--- src/rtl/uart_tx_out.sv ---
// uart_tx_out: queues bytes written to an output port in a 4-entry FIFO and
// shifts them out as back-to-back 8N1 frames (start, 8 data LSB first, stop).
module uart_tx_out #(
  parameter int unsigned CLK_DIV = 16
) (
  input  logic       clk,
  input  logic       reset,
  input  logic       we,
  input  logic [7:0] data,
  output logic       tx,
  output logic       busy,
  output logic       full,
  output logic       empty,
  output logic [2:0] count,
  output logic       overflow
);

  // Last value of the baud counter; reaching it closes the current bit period.
  localparam logic [15:0] BAUD_LAST = 16'(CLK_DIV - 32'd1);

  typedef enum logic [1:0] {
    ST_IDLE  = 2'd0,
    ST_START = 2'd1,
    ST_DATA  = 2'd2,
    ST_STOP  = 2'd3
  } state_e;

  state_e      state_q, state_d;
  logic [7:0]  shift_q, shift_d;
  logic [2:0]  bit_idx_q, bit_idx_d;
  logic [15:0] baud_q, baud_d;
  logic        tx_q, tx_d;
  logic        busy_q, busy_d;
  logic [7:0]  mem_q [0:3];
  logic [7:0]  mem_d [0:3];
  logic [1:0]  wptr_q, wptr_d;
  logic [1:0]  rptr_q, rptr_d;
  logic [2:0]  count_q, count_d;
  logic        full_q, full_d;
  logic        empty_q, empty_d;
  logic        overflow_q, overflow_d;

  logic        baud_done_s;
  logic        pop_s;
  logic        push_s;

  // Next-state logic for the transmit FSM, the FIFO and the status flags.
  always_comb begin
    state_d    = state_q;
    shift_d    = shift_q;
    bit_idx_d  = bit_idx_q;
    baud_d     = baud_q;
    tx_d       = tx_q;
    mem_d      = mem_q;
    wptr_d     = wptr_q;
    rptr_d     = rptr_q;
    count_d    = count_q;
    overflow_d = overflow_q;
    pop_s      = 1'b0;
    push_s     = 1'b0;

    baud_done_s = (baud_q == BAUD_LAST);

    case (state_q)
      ST_IDLE: begin
        // Pop as soon as anything is queued; the start bit appears on this edge.
        if (!empty_q) begin
          pop_s     = 1'b1;
          shift_d   = mem_q[rptr_q];
          state_d   = ST_START;
          baud_d    = 16'd0;
          bit_idx_d = 3'd0;
          tx_d      = 1'b0;
        end else begin
          state_d = ST_IDLE;
          tx_d    = 1'b1;
        end
      end
      ST_START: begin
        if (baud_done_s) begin
          baud_d    = 16'd0;
          state_d   = ST_DATA;
          bit_idx_d = 3'd0;
          tx_d      = shift_q[0];
        end else begin
          baud_d = baud_q + 16'd1;
        end
      end
      ST_DATA: begin
        if (baud_done_s) begin
          baud_d  = 16'd0;
          shift_d = {1'b0, shift_q[7:1]};
          if (bit_idx_q == 3'd7) begin
            state_d = ST_STOP;
            tx_d    = 1'b1;
          end else begin
            bit_idx_d = bit_idx_q + 3'd1;
            tx_d      = shift_q[1];
          end
        end else begin
          baud_d = baud_q + 16'd1;
        end
      end
      ST_STOP: begin
        if (baud_done_s) begin
          baud_d = 16'd0;
          // Chain straight into the next start bit so frames have no gap.
          if (!empty_q) begin
            pop_s     = 1'b1;
            shift_d   = mem_q[rptr_q];
            state_d   = ST_START;
            bit_idx_d = 3'd0;
            tx_d      = 1'b0;
          end else begin
            state_d = ST_IDLE;
            tx_d    = 1'b1;
          end
        end else begin
          baud_d = baud_q + 16'd1;
        end
      end
      default: begin
        state_d   = ST_IDLE;
        baud_d    = 16'd0;
        bit_idx_d = 3'd0;
        tx_d      = 1'b1;
      end
    endcase

    // A full FIFO still accepts a byte when the head leaves on the same edge.
    push_s = we && (!full_q || pop_s);

    if (push_s) begin
      mem_d[wptr_q] = data;
      wptr_d        = wptr_q + 2'd1;
    end else begin
      wptr_d = wptr_q;
    end

    if (pop_s) begin
      rptr_d = rptr_q + 2'd1;
    end else begin
      rptr_d = rptr_q;
    end

    case ({push_s, pop_s})
      2'b10:   count_d = count_q + 3'd1;
      2'b01:   count_d = count_q - 3'd1;
      default: count_d = count_q;
    endcase

    if (we && !push_s) begin
      overflow_d = 1'b1;
    end else begin
      overflow_d = overflow_q;
    end

    full_d  = (count_d == 3'd4);
    empty_d = (count_d == 3'd0);
    busy_d  = (state_d != ST_IDLE);
  end

  // State register; reset abandons any partial frame and empties the FIFO.
  always_ff @(posedge clk) begin
    if (reset) begin
      state_q    <= ST_IDLE;
      shift_q    <= 8'd0;
      bit_idx_q  <= 3'd0;
      baud_q     <= 16'd0;
      tx_q       <= 1'b1;
      busy_q     <= 1'b0;
      mem_q[0]   <= 8'd0;
      mem_q[1]   <= 8'd0;
      mem_q[2]   <= 8'd0;
      mem_q[3]   <= 8'd0;
      wptr_q     <= 2'd0;
      rptr_q     <= 2'd0;
      count_q    <= 3'd0;
      full_q     <= 1'b0;
      empty_q    <= 1'b1;
      overflow_q <= 1'b0;
    end else begin
      state_q    <= state_d;
      shift_q    <= shift_d;
      bit_idx_q  <= bit_idx_d;
      baud_q     <= baud_d;
      tx_q       <= tx_d;
      busy_q     <= busy_d;
      mem_q      <= mem_d;
      wptr_q     <= wptr_d;
      rptr_q     <= rptr_d;
      count_q    <= count_d;
      full_q     <= full_d;
      empty_q    <= empty_d;
      overflow_q <= overflow_d;
    end
  end

  assign tx       = tx_q;
  assign busy     = busy_q;
  assign full     = full_q;
  assign empty    = empty_q;
  assign count    = count_q;
  assign overflow = overflow_q;

endmodule

--- config.mk ---
export PLATFORM = sky130hd
export DESIGN_NAME = uart_tx_out
export DESIGN_NICKNAME = d
export VERILOG_FILES = /design/src/rtl/uart_tx_out.sv
export SDC_FILE = /design/constraint.sdc
export NUM_CORES = 1
export LEC_CHECK = 0
export CAP_MARGIN = 20
export CORE_ASPECT_RATIO = 1.25
export CORE_UTILIZATION = 45
export DETAILED_ROUTE_END_ITERATION = 10
export GPL_TIMING_DRIVEN = 0
export PLACE_DENSITY_LB_ADDON = 0.25
export SYNTH_ARGS = -nofsm -noshare
export SYNTH_HDL_FRONTEND = slang
export SYNTH_SLANG_ARGS = --single-unit
--- constraint.sdc ---
create_clock -name clk -period 2.77 [get_ports clk]
set_input_delay 0.554 -clock clk [delete_from_list [all_inputs] [get_ports clk]]
set_output_delay 0.554 -clock clk [all_outputs]
set_load 0.01 [all_outputs]
; ---- Word level (Yosys, flattened, before mapping)
; Cells that the tools add are included.
[word_totals]
register_bits = 73
in_bits = 11
[classes]
add_sub_neg = 6
order_cmp = 3
n_eq_ne = 13
muxes = 35
n_bitwise = 2
n_reduce_logical = 14
[ops]
columns = op, count
row1 = 2-to-1 mux 8 bit, 6
row2 = bitwise mux 32 bit, 1
row3 = 2-to-1 mux 16 bit, 2
row4 = one-hot mux 16 bit (2 select lines), 1
row5 = one-hot mux 8 bit (3 select lines), 1
row6 = "adder 16 x 1 -> 16 bit, second input constant", 1
row7 = binary-select mux 8 bit (select 2 bit), 1
row8 = demux 8 bit (select 2 bit), 1
row9 = "== test 16 x 4 -> 1 bit, second input constant", 1
row10 = 2-to-1 mux 3 bit, 5
row11 = one-hot mux 3 bit (4 select lines), 1
row12 = "!= test 2 bit, second input constant", 5
row13 = 2-to-1 mux 1 bit, 8
row14 = 2-to-1 mux 2 bit, 4
row15 = one-hot mux 2 bit (4 select lines), 1
row16 = "adder 3 x 1 -> 3 bit, second input constant", 2
row17 = "== test 2 bit, second input constant", 3
row18 = "== test 3 bit, second input constant", 2
row19 = ">= comparator 3 bit, second input constant", 2
row20 = inverter 2 -> 3 bit, 2
row21 = one-hot mux 3 bit (2 select lines), 1
row22 = AND reduction 3 bit, 2
row23 = "adder 2 x 1 -> 2 bit, second input constant", 2
row24 = "== test 2 x 1 -> 1 bit, second input constant", 2
row25 = other kinds (13), 16

; ---- Depth between registers and ports, before layout
[depth]
word_depth = 8
depth_mapped = 14

; ---- Worst setup path after synthesis
; No wires, ideal clock.
[synth_timing]
path_type = register to register
startpoint = register state_q[0]
endpoint = register empty_q (netlist: empty)
t_arrival_ps = 2744
required_time_ps = 2637
setup_slack_ps = -106
path_stages_with_launch = 15
period_less_slack_ps = 2876
path_cell_list = dfxtp_1 -> inv_1 -> ha_1 -> or3b_2 -> a21boi_0 -> a41o_1 -> buf_4 -> inv_1 -> ha_1 -> fa_1 -> xnor2_1 -> nor2_1 -> xnor2_1 -> nor2_1 -> a21oi_1
[synth_between]
elab_chain_cells = 7
elab_cells_between_ends = 9
cone_classes = 3 x eq/ne / 2 x mux / 4 x reduce/logical
[synth_rtl]
columns = element, line_no
row1 = from (decl), 28  ; state_e state_q, state_d;
row2 = from (signal assigned), 183  ; state_q <= state_d;
row3 = == test 2 bit / zero test 2 bit (equally long branches), 64  ; case (state_q)
row4 = one-hot mux 1 bit (2 select lines) (*), 64
row5 = logical OR 1 bit, 131  ; push_s = we && (!full_q || pop_s);
row6 = logical AND 1 bit, 131
row7 = == test 2 x 1 -> 1 bit / == test 2 bit (equally long branches), 146  ; case ({push_s, pop_s})
row8 = one-hot mux 3 bit (2 select lines) (*), 146
row9 = zero test 3 bit (*), 159  ; empty_d = (count_d == 3'd0);
row10 = to (signal assigned), 194  ; empty_q <= empty_d;
row11 = to (decl), 40  ; logic empty_q, empty_d;
; Every way passes the cells marked *; elsewhere a longest branch is shown, timed or not.
; A chain may end at the register's enable or synchronous reset.

; ---- Worst setup path after layout
[layout_timing]
startpoint = register state_q[1]
endpoint = register empty_q (netlist: empty)
; Same word-level chain as after synthesis.

==> metrics.log <==
[metrics] worst hold-check slack: 0.4606 ns
[metrics] crit path to: empty$_SDFF_PP1_
[metrics] die area: 0.008307 sq mm
[metrics] period utilization: 0.9830
[metrics] switching power: 1068 uW
[metrics] via count: 2934
[metrics] half-perimeter wire length of the detailed placement result: 5558 um
[metrics] total power per unit cell area: 747.5 mW/mm^2
[metrics] maximum number of pins on one net before global-route repair: 16
[metrics] Comb pwr share: 0.312
[metrics] wire length after detailed routing: 8117 um
[metrics] Inst Count DP: 500
[metrics] post-placement worst setup slack: -0.2157 ns
[metrics] library cell used as clock root buffer: clkbuf_8
[metrics] share of flip-flops with an asynchronous set or reset after synthesis: 0
[metrics] routability cong.: 0.8487
[metrics] ant diodes: 0
[metrics] clock-pin slew on the worst setup and hold paths: 0.09 ns
[metrics] final critical path time including I/O delays and setup: 2.723 ns
[metrics] slew at the pin with the worst max-slew slack: 0.6093 ns
[metrics] chip height: 101.7 um
[metrics] Inserted Clock Buffers: 9
[metrics] maximum clock insertion buffer count: 2
[metrics] post-route setup slack: 0.04697 ns
[metrics] chain of cells forming the critical path: inv_4 > ha_4 > or3b_4 > a21boi_1 > a41o_1 > inv_2 > ha_4 > fa_2 > xnor2_2 > nor2_1 > xnor2_1 > nor2_1 > a21oi_1
[metrics] max cap viols: 0
[metrics] clk sink count: 73
[metrics] most numerous cell in the Yosys netlist: dfxtp_1
[metrics] routed length on met2: 4197 um
[metrics] violation count after the first detailed-route iteration: 124
[metrics] iteration count of the initial detailed-routing pass: 6
[metrics] count of yosys warnings during synthesis: 0
[metrics] clock latency on the worst-skew pair: 0.35 ns
[metrics] register bit count reported by yosys: 73
[metrics] Slowest Stage Delay on Critical Path: 0.38 ns
[metrics] Flop pwr share: 0.408
[metrics] Avg Synthesized Cell Area: 9.237 sq um
[metrics] number of enable flip-flop cells after synthesis: 0
[metrics] number of standard cells in the layout, taps in and fillers out: 525
[metrics] final-report hold violation count: 0
[metrics] Port Buf Inserts: 18
[metrics] flip-flop cell with the highest count after synthesis: dfxtp_1
[metrics] Routed met3 length: 241 um
[metrics] Syn Nets: 412
[metrics] Worst path top cell family by delay: adder cells
[metrics] DRT antenna net count: 0
[metrics] Pleak: 0.001675 uW
[metrics] initial standard-cell utilization of the core: 0.4614
[metrics] uppermost routed layer: met4
[metrics] WP data arrival: 3.00 ns
[metrics] final max-slew violation count: 0
[metrics] via count of the first global-routing pass: 2778
[metrics] area share of the largest cell type after synthesis: 0.4088
[metrics] Switching Fraction: 0.3371
[metrics] total congestion overflow: 0
[metrics] worst reg2reg path depth: 13
[metrics] run status: finished clean
[metrics] Hold Path Stages: 2
[metrics] # hold bufs at CTS: 0
[metrics] GR Util All Layers: 0.2116
[metrics] setup-violating endpoint count in the final report: 0
[metrics] fraction of layout instances using a drive strength above 1: 0.1698
[metrics] required time of the critical path: 3.05 ns
[metrics] worst clock skew on the final layout: 0.01220 ns
[metrics] via/cell ratio: 5.589
[metrics] IR drop worst, VDD: 0.3548 mV
[metrics] Design Power: 3169 uW
[metrics] internal reg-to-reg setup slack: 0.05 ns
[metrics] number of stages on the worst setup path: 13
[metrics] worst-case headroom to the max-slew limit: 0.5901
[metrics] part of the Yosys area used for sequential elements: 0.4088
[metrics] final routed wire length divided by cell count: 15.46 um
[metrics] Die W: 81.72 um
[metrics] initial antenna violation count: 0
[metrics] sort of element at the end of the critical path: flop
[metrics] standard-cell rows: 36
[metrics] Critical Path Fanout Max: 4
[metrics] count of nets after finishing: 450
[metrics] startpoint of the lowest-slack register-to-register path: state_q[1]$_SDFF_PP0_
[metrics] top-level I/O count: 19
[metrics] min-delay worst type: reg2reg
[metrics] library cell with the largest summed area after synthesis: dfxtp_1
[metrics] area added between synthesis and finish: 18.59%
[metrics] reg-to-reg endpoint: empty$_SDFF_PP1_
[metrics] maximum clock rate: 367.2 MHz
[metrics] worst setup path class: reg2reg
[metrics] standard cell core area: 0.007747 sq mm
[metrics] most frequent cells after synthesis: dfxtp_1 (73), nand2_1 (70), mux2i_1 (33)
[metrics] TritonCTS clock tree: done
[metrics] count of different cell masters after synthesis: 55
[metrics] internal power consumption: 2101 uW
[metrics] Crit. Startpoint: state_q[1]$_SDFF_PP0_
[metrics] DRC violations left: 0
[metrics] netlist area before placement: 0.003575 sq mm
[metrics] clock network fraction of design power: 0.280
[metrics] synth top area cells: dfxtp_1 (41%), mux2i_1 (9.2%), nand2_1 (7.4%)
[metrics] total number of H-tree levels: 3
[metrics] Met1 Routed Length: 3615 um
[metrics] Worst setup SP type: flop
[metrics] Post-Route Utilization: 0.5472
[metrics] Worst path slowest cell: dfxtp_4
[metrics] Cells after Synth: 387
[metrics] sum of buffers and inverters on the critical path: 2
[metrics] wire length of the first global-routing pass: 13330 um
## worst register-to-register path: stages (launching register included)
cell and delay (ns):
dfxtp_4 0.38, inv_4 0.05, ha_4 0.24, or3b_4 0.36
a21boi_1 0.16, a41o_1 0.19, inv_2 0.08, ha_4 0.16
fa_2 0.38, xnor2_2 0.15, nor2_1 0.14, xnor2_1 0.17
nor2_1 0.08, a21oi_1 0.12
## metrics by stage
step / setup TNS (ns) / area, sq um
final: 0 / 4239
after global routing: -0.1029 / 4239
after CTS: 0 / 4145
after detailed placement: -0.5480 / 3890
after global placement: -0.4839 / 3890
after floorplan: 0 / 3591
## repair_timing
item | in CTS | in global routing
pin swaps | 3 | 10
gates resized for setup | 13 | 12
setup buffers | 3 | 8
endpoints found under the setup margin | 3 | 3
## worst min path at each step
stage                                       from                     end
final                      mem_q[6]$_SDFFE_PP0P_   mem_q[6]$_SDFFE_PP0P_
after global routing       mem_q[0]$_SDFFE_PP0P_   mem_q[0]$_SDFFE_PP0P_
after CTS                 mem_q[25]$_SDFFE_PP0P_  mem_q[25]$_SDFFE_PP0P_
after detailed placement  mem_q[29]$_SDFFE_PP0P_  mem_q[29]$_SDFFE_PP0P_
after global placement    mem_q[28]$_SDFFE_PP0P_  mem_q[28]$_SDFFE_PP0P_
after floorplan            mem_q[0]$_SDFFE_PP0P_   mem_q[0]$_SDFFE_PP0P_
## cells by family (layout without fill, tap and decap cells)
group | after synthesis | after routing | synth area share
AOI/OAI and AO/OA | 69 | 69 | 0.1334
xor gates and xnor gates | 6 | 6 | 0.01470
adders and majority gates | 14 | 14 | 0.05110
buffers and inverters | 31 | 74 | 0.03990
DFF | 73 | 73 | 0.4088
muxes | 41 | 41 | 0.1428
and+or+nand+nor | 153 | 153 | 0.2093
## per-layer routing
| metal | global-route usage | up-vias |
|---|---|---|
| met5 | 0 | - |
| met4 | 0.07557 | 0 |
| met3 | 0.04595 | 6 |
| met2 | 0.3560 | 47 |
| met1 | 0.2624 | 1423 |
| li1 | - | 1458 |
## flip-flops by register name, indices dropped and copies added, names as in the netlist
signal and flops:
tx 1, shift_q 8, count 3, empty 1, full 1, baud_q 16
rptr_q 2, bit_idx_q 3, wptr_q 2, state_q 2, overflow 1, busy 1
mem_q 32
## layout by cell type, fill, tap and decap left out, types with 8 or more instances in the layout
cell type         n
clkdlybuf4s50_1  18
a31oi_1           8
nand2_1          70
nor2_1           25
mux2i_1          33
mux4_2            8
nand3_1          12
clkbuf_1          9
dfxtp_1          67
o21ai_0          13
clkbuf_8          9
a21oi_1          19
ha_1             10
buf_4            11
## power groups by stage
stage,registers (uW),logic [uW],clock network (uW)
floorplan,1290,680,0
global placement,1290,920,0
detailed placement,1290,940,0
CTS,1270,964,905
global route,1310,1090,956
finish,1290,989,886
## layout make-up
class,instances,area [sq um]
flip-flops and latches,73,1479
plain buffers,18,96.34
multi-input cells,283,2029
clock buffers,9,123.9
clock inverters,7,82.58
repair buffers,29,262.8
well taps,95,118.9
inverters,11,46.29
fillers,698,3508
Note: power is estimated with default switching activity, not from simulation.
